`config.mk`:
```
export PLATFORM = sky130hd
export DESIGN_NAME = plot_scheduler
export DESIGN_NICKNAME = d
export VERILOG_FILES = /design/src/rtl/plot_scheduler.sv
export SDC_FILE = /design/constraint.sdc
export NUM_CORES = 1
export LEC_CHECK = 0
export CAP_MARGIN = 20
export CORE_AREA = 3 3 75 148
export DETAILED_ROUTE_END_ITERATION = 6
export DIE_AREA = 0 0 78 151
export PLACE_DENSITY_LB_ADDON = 0.3
export SLEW_MARGIN = 20
export SYNTH_ARGS = -nofsm -noshare
export SYNTH_HDL_FRONTEND = slang
export SYNTH_SLANG_ARGS = --single-unit
```
`constraint.sdc`:
```
create_clock -name clk -period 10.2 [get_ports clk]
set_input_delay 3.06 -clock clk [delete_from_list [all_inputs] [get_ports clk]]
set_output_delay 3.06 -clock clk [all_outputs]
set_load 0.02 [all_outputs]
```
`src/rtl/plot_scheduler.sv`:
```
// plot_scheduler: shares the VGA pixel write port between game-object requesters, running an
// erase pass (old rect, BG colour) then a draw pass (new rect) per job. PLOT_RR_EN selects round-robin.
`timescale 1ns/1ps
module plot_scheduler #(
   parameter int         NREQ   = 3,
   parameter int         MAX_X  = 159,
   parameter int         MAX_Y  = 119,
   parameter logic [2:0] BG_COL = 3'b000
) (
   input  logic              clk,
   input  logic              resetn,
   input  logic [NREQ-1:0]   req,
   input  logic [NREQ-1:0]   req_erase,
   input  logic [8*NREQ-1:0] req_old_x,
   input  logic [7*NREQ-1:0] req_old_y,
   input  logic [8*NREQ-1:0] req_new_x,
   input  logic [7*NREQ-1:0] req_new_y,
   input  logic [8*NREQ-1:0] req_size_x,
   input  logic [7*NREQ-1:0] req_size_y,
   input  logic [3*NREQ-1:0] req_colour,
   output logic [NREQ-1:0]   grant,
   output logic [NREQ-1:0]   done,
   output logic              busy,
   output logic [7:0]        vga_x,
   output logic [6:0]        vga_y,
   output logic [2:0]        vga_colour,
   output logic              vga_plot
);
   // state   | meaning
   // S_IDLE  | waiting for a request; grants and latches winner fields
   // S_ERASE | rastering old rect in BG_COL
   // S_DRAW  | rastering new rect in latched colour
   // S_DONE  | one-cycle done pulse to the served requester
   localparam int IW = (NREQ > 1) ? $clog2(NREQ) : 1;

   typedef enum logic [1:0] {S_IDLE, S_ERASE, S_DRAW, S_DONE} state_t;

   state_t        state_q, state_d;
   logic [IW-1:0] win_q, win_d, arb_win;
   logic          arb_any, ld;

   logic [7:0] old_x_q, new_x_q, size_x_q;
   logic [6:0] old_y_q, new_y_q, size_y_q;
   logic [2:0] colour_q;
   logic [7:0] cx_q, cx_d;
   logic [6:0] cy_q, cy_d;

   logic [7:0] old_x_a  [NREQ];
   logic [6:0] old_y_a  [NREQ];
   logic [7:0] new_x_a  [NREQ];
   logic [6:0] new_y_a  [NREQ];
   logic [7:0] size_x_a [NREQ];
   logic [6:0] size_y_a [NREQ];
   logic [2:0] colour_a [NREQ];

   always_comb begin
      for (int i = 0; i < NREQ; i++) begin
         old_x_a[i]  = req_old_x[8*i +: 8];
         old_y_a[i]  = req_old_y[7*i +: 7];
         new_x_a[i]  = req_new_x[8*i +: 8];
         new_y_a[i]  = req_new_y[7*i +: 7];
         size_x_a[i] = req_size_x[8*i +: 8];
         size_y_a[i] = req_size_y[7*i +: 7];
         colour_a[i] = req_colour[3*i +: 3];
      end
   end

   assign arb_any = |req;

`ifdef PLOT_RR_EN
   logic [IW-1:0] ptr_q;
   logic [IW-1:0] rr_idx;

   // Scan from ptr+NREQ down to ptr+1 so the candidate nearest after ptr is written last.
   always_comb begin
      arb_win = '0;
      rr_idx  = '0;
      for (int k = NREQ; k >= 1; k--) begin
         rr_idx = IW'((int'(ptr_q) + k) % NREQ);
         if (req[rr_idx]) arb_win = rr_idx;
      end
   end

   always_ff @(posedge clk) begin
      if (!resetn)  ptr_q <= IW'(NREQ - 1);
      else if (ld)  ptr_q <= arb_win;
   end
`else
   always_comb begin
      arb_win = '0;
      for (int i = NREQ - 1; i >= 0; i--) begin
         if (req[i +: 1] != 1'b0) arb_win = IW'(i);
      end
   end
`endif

   logic [7:0] org_x;
   logic [6:0] org_y;
   logic [8:0] px;
   logic [7:0] py;
   logic       in_view, last_x, last_y, win_nonempty;

   assign org_x        = (state_q == S_ERASE) ? old_x_q : new_x_q;
   assign org_y        = (state_q == S_ERASE) ? old_y_q : new_y_q;
   assign px           = {1'b0, org_x} + {1'b0, cx_q};
   assign py           = {1'b0, org_y} + {1'b0, cy_q};
   assign in_view      = (px <= 9'(MAX_X)) && (py <= 8'(MAX_Y));
   assign last_x       = (cx_q == size_x_q - 8'd1);
   assign last_y       = (cy_q == size_y_q - 7'd1);
   assign win_nonempty = (size_x_a[arb_win] != 8'd0) && (size_y_a[arb_win] != 7'd0);

   always_ff @(posedge clk) begin
      if (!resetn) begin
         state_q  <= S_IDLE;
         win_q    <= '0;
         cx_q     <= '0;
         cy_q     <= '0;
         old_x_q  <= '0;
         old_y_q  <= '0;
         new_x_q  <= '0;
         new_y_q  <= '0;
         size_x_q <= '0;
         size_y_q <= '0;
         colour_q <= '0;
      end else begin
         state_q <= state_d;
         win_q   <= win_d;
         cx_q    <= cx_d;
         cy_q    <= cy_d;
         if (ld) begin
            old_x_q  <= old_x_a[arb_win];
            old_y_q  <= old_y_a[arb_win];
            new_x_q  <= new_x_a[arb_win];
            new_y_q  <= new_y_a[arb_win];
            size_x_q <= size_x_a[arb_win];
            size_y_q <= size_y_a[arb_win];
            colour_q <= colour_a[arb_win];
         end
      end
   end

   always_comb begin
      state_d    = state_q;
      win_d      = win_q;
      cx_d       = cx_q;
      cy_d       = cy_q;
      ld         = 1'b0;
      grant      = '0;
      done       = '0;
      busy       = 1'b1;
      vga_x      = '0;
      vga_y      = '0;
      vga_colour = '0;
      vga_plot   = 1'b0;
      unique case (state_q)
         S_IDLE: begin
            busy = 1'b0;
            // Grant is combinational on req; hold it off while reset is asserted.
            if (resetn && arb_any) begin
               grant[arb_win] = 1'b1;
               ld             = 1'b1;
               win_d          = arb_win;
               cx_d           = '0;
               cy_d           = '0;
               if (!win_nonempty)           state_d = S_DONE;
               else if (req_erase[arb_win]) state_d = S_ERASE;
               else                         state_d = S_DRAW;
            end
         end
         S_ERASE, S_DRAW: begin
            vga_x      = px[7:0];
            vga_y      = py[6:0];
            vga_colour = (state_q == S_ERASE) ? BG_COL : colour_q;
            vga_plot   = in_view;
            if (!last_x) begin
               cx_d = cx_q + 8'd1;
            end else begin
               cx_d = '0;
               if (!last_y) begin
                  cy_d = cy_q + 7'd1;
               end else begin
                  cy_d    = '0;
                  state_d = (state_q == S_ERASE) ? S_DRAW : S_DONE;
               end
            end
         end
         S_DONE: begin
            done[win_q] = 1'b1;
            state_d     = S_IDLE;
         end
         default: state_d = S_IDLE;
      endcase
   end

endmodule

```
==> results.sh, run 1 <==
export IMPL_critPathLaunch="req[0]"
export IMPL_cap_violations=0
export IMPL_async_flop_share_pct=0
export IMPL_die_h_um=151
export IMPL_die_x_um=78
export IMPL_grt_usage_pct=25.24
export IMPL_period_minus_slack_ns=8.137
export IMPL_antenna_cells=0
export IMPL_drt_initial_drc_count=250
export IMPL_hold_viol=0
export IMPL_ant_nets=0
export IMPL_drc=0
export IMPL_min_from="new_x_q[1]"
export IMPL_final_setup_tns_ns=0
export IMPL_synth_edf_count=0
export IMPL_grt_max_degree=82
export IMPL_antenna_found_initial=0
export IMPL_hold_depth=2
export IMPL_cts_clk_slew_worst_paths_ns=0.05
export IMPL_cts_buffers=9
export IMPL_io_buffers=177
export IMPL_min_path_type="reg -> reg"
export IMPL_layout_nets=986
export IMPL_layout_commonest_cell="clkdlybuf4s50_1"
export IMPL_status="completed"
export IMPL_power_density_nw_per_um2=175.5
export IMPL_cts_setup_buffers=0
export IMPL_worst_r2r_startpoint="state_q[0]"
export IMPL_place_ws_ns=1.902
export IMPL_synth_seq_cells=67
export IMPL_cp_start_kind="input pin"
export IMPL_fmax_mhz=122.9
export IMPL_wl_per_cell_um=15.74
export IMPL_rows=52
export IMPL_drtPass1Iterations=4
export IMPL_cts_hold_fix_buffers=0
export IMPL_post_route_period_util_pct=79.77
export IMPL_r2r_setup_slack_ns=7.50
export IMPL_core_area_um2=10150
export IMPL_rsz0062_at_grt="false"
export IMPL_yosysWarnings=0
export IMPL_synthesis_nets=834
export IMPL_grtUsageMet2_pct=49.70
export IMPL_dp_hpwl_mm=11.43
export IMPL_reg2regPathDepth=7
export IMPL_cp_max_fo=21
export IMPL_fin_ws_ns=2.063
export IMPL_timing_rr_end="cy_q[5]"
export IMPL_ys_types=59
export IMPL_grt_pass1_wl_mm=23.93
export IMPL_root_buffer="clkbuf_16"
export IMPL_syn2layout_area_growth_pct=42.34
export IMPL_gp_congestion=0.7937
export IMPL_yosysSeqAreaShare_pct=26.67
export IMPL_cts_sinks=67
export IMPL_grt_use_met3_pct=6.369
export IMPL_final_max_slew_viol_count=0
export IMPL_avgSynthCellArea_um2=7.667
export IMPL_routed_via_density=5.573
export IMPL_synth_area_um2=5030
export IMPL_pin_count=178
export IMPL_cts_tree="done"
export IMPL_leakagePower_uw=0.002898
export IMPL_overflow=0
export IMPL_ys_flop_type="dfxtp_1"
export IMPL_grt_use_met1_pct=24.12
export IMPL_fin_skew_ns=0.005418
export IMPL_mostFrequentLayoutCells="clkdlybuf4s50_1 (176), dfxtp_1 (67), o21ai_0 (57), nand2_1 (57), nor2_1 (56)"
export IMPL_syn_inst=656
export IMPL_start_util_pct=49.56
export IMPL_cp_end_kind="output pin"
export IMPL_setup_viol=0
export IMPL_cts_path_max_buffers=2
export IMPL_drive_gt1_share_pct=6.281
export IMPL_worstPathArrival_ns=5.08
export IMPL_dieArea_um2=11780
export IMPL_crit_required_ns=7.14
export IMPL_htree_levels=3
export IMPL_clk_insertion_delay_late_ns=0.34
export IMPL_grt_busiest_layer="met2"
export IMPL_ir_drop_mv=0.1020
export IMPL_tightest_slew_ns=0.8690
export IMPL_num_vias=5278
export IMPL_path_class="in -> out"
export IMPL_relSlewSlack_pct=41.33
export IMPL_grt_pass1_vias=5302
export IMPL_finalWirelength_mm=14.91
export IMPL_cts_resized=0
export IMPL_min_to="new_x_q[1]"
## per-stage QoR
stage | cell area, um^2 | power, uW | hold WS, ns | std cells | util [%]
after floorplan | 5030 | 741.8 | 0.4353 | 656 | -
after global placement | 6853 | 916.9 | 0.4495 | 931 | 67.52
after detailed placement | 6853 | 938.4 | 0.4595 | 931 | 67.52
after CTS | 7148 | 1256 | 0.4718 | 946 | 70.43
after global routing | 7159 | 1334 | 0.4819 | 947 | 70.54
final | 7159 | 1256 | 0.4675 | 947 | 70.54
## power breakdown
group	switching [uW]	internal, uW	total (uW)
logic	292	271	563
registers	52.7	326	378
clock network	114	201	315
## per-layer routing
layer / share of wire [%] / routed length (um)
met5: 0 / 0
met4: 2.9 / 426
met3: 6.0 / 888
met2: 56 / 8371
met1: 35 / 5222
## Yosys cell counts (6+ instances only)
library cell / number / area [um^2]
a21o_1: 6 / 45.04
a21oi_1: 46 / 230.2
a22o_1: 7 / 61.31
and2_1: 16 / 100.1
and3_1: 8 / 50.05
clkbuf_1: 36 / 135.1
dfxtp_1: 67 / 1341
ha_1: 24 / 300.3
inv_1: 31 / 116.4
mux2_2: 16 / 180.2
mux2i_1: 35 / 350.3
nand2_1: 57 / 214.0
nand3_1: 53 / 265.3
nor2_1: 56 / 210.2
nor2b_1: 8 / 50.05
nor3b_1: 8 / 60.06
nor4_1: 6 / 37.54
o21ai_0: 57 / 285.3
o311ai_0: 14 / 122.6
xnor2_1: 20 / 175.2
xor2_1: 9 / 78.83
## how the worst max path moves through the flow
| stage | to | slack, ns | cells past startpoint |
|---|---|---|---|
| finish | grant[2] | 2.06 | 5 |
| floorplan | grant[2] | 3.00 | 4 |
| CTS | grant[2] | 1.89 | 4 |
| global route | grant[2] | 1.91 | 5 |
| detailed placement | grant[2] | 1.90 | 4 |
| global placement | grant[2] | 1.93 | 4 |
## flip-flops by register name, summed over array words and instances, names as in the netlist, 3 cells and up
name      flops
colour_q      3
size_x_q      8
old_y_q       7
new_y_q       7
cx_q          8
old_x_q       8
new_x_q       8
cy_q          7
size_y_q      7
## critical path, cell delays in order
cell	delay [ns]
clkdlybuf4s50_1	0.70
buf_6	0.30
nor3b_2	0.19
and3_1	0.20
clkdlybuf4s50_1	0.62
## area by class of cell
type | count | area, um^2
repair buffers | 184 | 1823
clock inverters | 2 | 35.03
flip-flops and latches | 67 | 1341
clock buffers | 13 | 260.3
fillers | 831 | 2990
inverters | 31 | 116.4
well taps | 135 | 168.9
multi-input cells | 515 | 3415
## logic make-up after synthesis
family	share of synthesized area, %
compound gates	21.34
xor+xnor	5.050
fa+ha+maj	6.766
buf+inv	5.796
flops	26.67
mux	10.55
simple gates	23.83
(Power assumes the default switching activity.)
==> inputs of run 2 (changes only) <==
--- a/config.mk
+++ b/config.mk
@@ -6,9 +6,9 @@
 export NUM_CORES = 1
 export LEC_CHECK = 0
 export CAP_MARGIN = 20
-export CORE_AREA = 3 3 75 148
+export CORE_AREA = 3 3 78 154
 export DETAILED_ROUTE_END_ITERATION = 6
-export DIE_AREA = 0 0 78 151
+export DIE_AREA = 0 0 81 157
 export PLACE_DENSITY_LB_ADDON = 0.3
 export SLEW_MARGIN = 20
 export SYNTH_ARGS = -nofsm -noshare
==> constraint.sdc (replaced) <==
create_clock -name clk -period 8.2 [get_ports clk]
set_input_delay 2.46 -clock clk [delete_from_list [all_inputs] [get_ports clk]]
set_output_delay 2.46 -clock clk [all_outputs]
set_load 0.02 [all_outputs]
==> results.sh, run 2 (synthesis results as in run 1) <==
export IMPL_tightest_slew_ns=0.8213
export IMPL_cts_sinks=67
export IMPL_dieArea_um2=12720
export IMPL_post_route_period_util_pct=80.26
export IMPL_fin_skew_ns=0.006357
export IMPL_root_buffer="clkbuf_16"
export IMPL_wl_per_cell_um=15.42
export IMPL_setup_viol=0
export IMPL_crit_slowest_cell="clkdlybuf4s50_1"
export IMPL_period_minus_slack_ns=6.581
export IMPL_drtPass1Iterations=5
export IMPL_cp_top_family="buffers and inverters"
export IMPL_layout_commonest_cell="clkdlybuf4s50_1"
export IMPL_finalWirelength_mm=14.69
export IMPL_cp_end_kind="output pin"
export IMPL_core_area_um2=10950
export IMPL_antenna_found_initial=0
export IMPL_reg2regPathDepth=7
export IMPL_grt_pass1_vias=5425
export IMPL_num_vias=5294
export IMPL_cp_num_cells=5
export IMPL_antenna_cells=0
export IMPL_cts_tree="done"
export IMPL_cts_path_max_buffers=2
export IMPL_pin_count=178
export IMPL_whs_ns=0.4694
export IMPL_cap_violations=0
export IMPL_min_path_type="reg -> reg"
export IMPL_dp_hpwl_mm=11.44
export IMPL_path_class="in -> out"
export IMPL_leakagePower_uw=0.002887
export IMPL_hold_depth=2
export IMPL_die_h_um=157
export IMPL_hold_viol=0
export IMPL_layout_nets=986
export IMPL_ir_drop_mv=0.1350
export IMPL_gp_congestion=0.8063
export IMPL_cp_buffers_inverters=3
export IMPL_worstPathArrival_ns=4.12
export IMPL_die_x_um=81
export IMPL_grt_usage_pct=23.44
export IMPL_clk_insertion_delay_late_ns=0.33
export IMPL_drive_gt1_share_pct=6.642
export IMPL_ant_nets=0
export IMPL_grt_pass1_wl_mm=24.03
export IMPL_grt_max_degree=81
export IMPL_relSlewSlack_pct=45.25
export IMPL_cts_clk_slew_worst_paths_ns=0.05
export IMPL_fmax_mhz=151.9
export IMPL_syn2layout_area_growth_pct=42.56
export IMPL_crit_required_ns=5.74
export IMPL_rows=54
export IMPL_cp_start_kind="input pin"
export IMPL_cts_hold_fix_buffers=0
export IMPL_io_buffers=177
export IMPL_cp_cell_sequence="clkdlybuf4s50_1 > buf_4 > nor3b_2 > and3_1 > clkdlybuf4s50_1"
export IMPL_cts_buffers=9
export IMPL_status="completed"
export IMPL_routed_via_density=5.555
export IMPL_cpPeakStageDelay_ns=0.62
export IMPL_drt_initial_drc_count=215
export IMPL_cts_resized=0
export IMPL_rsz0062_at_grt="false"
export IMPL_final_setup_tns_ns=0
export IMPL_mostFrequentLayoutCells="clkdlybuf4s50_1 (176), dfxtp_1 (67), o21ai_0 (57), nand2_1 (57), nor2_1 (56)"
export IMPL_final_max_slew_viol_count=0
export IMPL_htree_levels=3
export IMPL_start_util_pct=45.95
export IMPL_cp_common_cell="clkdlybuf4s50_1"
export IMPL_drc=0
export IMPL_cp_max_fo=36
export IMPL_overflow=0
export IMPL_power_density_nw_per_um2=216.9
export IMPL_cts_setup_buffers=0
==> run 2: cell count changes in the layout (fill, tap and decap cells not counted) <==
cell	before	now
clkinvlp_4	0	4
buf_6	1	0
buf_4	6	7
clkbuf_1	2	0
clkbuf_8	2	1
==> run 2: routing by layer <==
metal | GRT usage [%] | vias to the layer above | share of wire (%)
met5 | 0 | - | 0
met4 | 10.39 | 0 | 3.3
met3 | 5.155 | 34 | 6.3
met2 | 46.14 | 185 | 55
met1 | 21.97 | 2418 | 35
li1 | - | 2657 | -
==> run 2: layout make-up <==
cell class              instances  area (um^2)
clock inverters                 6        65.06
well taps                     140        175.2
fillers                       985         3775
clock buffers                  10        239.0
inverters                      31        116.4
multi-input cells             515         3415
repair buffers                184         1819
flip-flops and latches         67         1341
==> run 2: worst paths after layout <==
kind / from / endpoint / slack, ns
setup reg to reg: state_q[1] / cy_q[4] / 5.57
hold / removal: new_x_q[6] / new_x_q[6] / 0.47
setup / recovery: req[0] / grant[2] / 1.62
hold reg to reg: new_x_q[6] / new_x_q[6] / 0.47
==> run 2: tightest hold or removal path: cells and delay by family, from the launching register on <==
kind / cells / cell delay (ns)
AOI/OAI and AO/OA: 1 / 0.06
DFF: 1 / 0.30
and+or+nand+nor: 1 / 0.05
==> run 2: metrics by stage <==
stage / utilization, % / instance area, um^2 / setup slack [ns] / power, uW / instances
after global routing: 65.51 / 7171 / 1.452 / 1660 / 953
after CTS: 65.51 / 7171 / 1.604 / 1563 / 953
after floorplan: - / 5030 / 2.202 / 922.8 / 656
final: 65.51 / 7171 / 1.619 / 1555 / 953
after global placement: 62.73 / 6867 / 1.609 / 1145 / 937
after detailed placement: 62.73 / 6867 / 1.601 / 1169 / 937
==> run 2: power by group <==
part	leakage [uW]	internal [uW]	switching [uW]
clock	0.000137	243	144
combinational	0.00220	337	359
sequential	0.000552	405	67.5
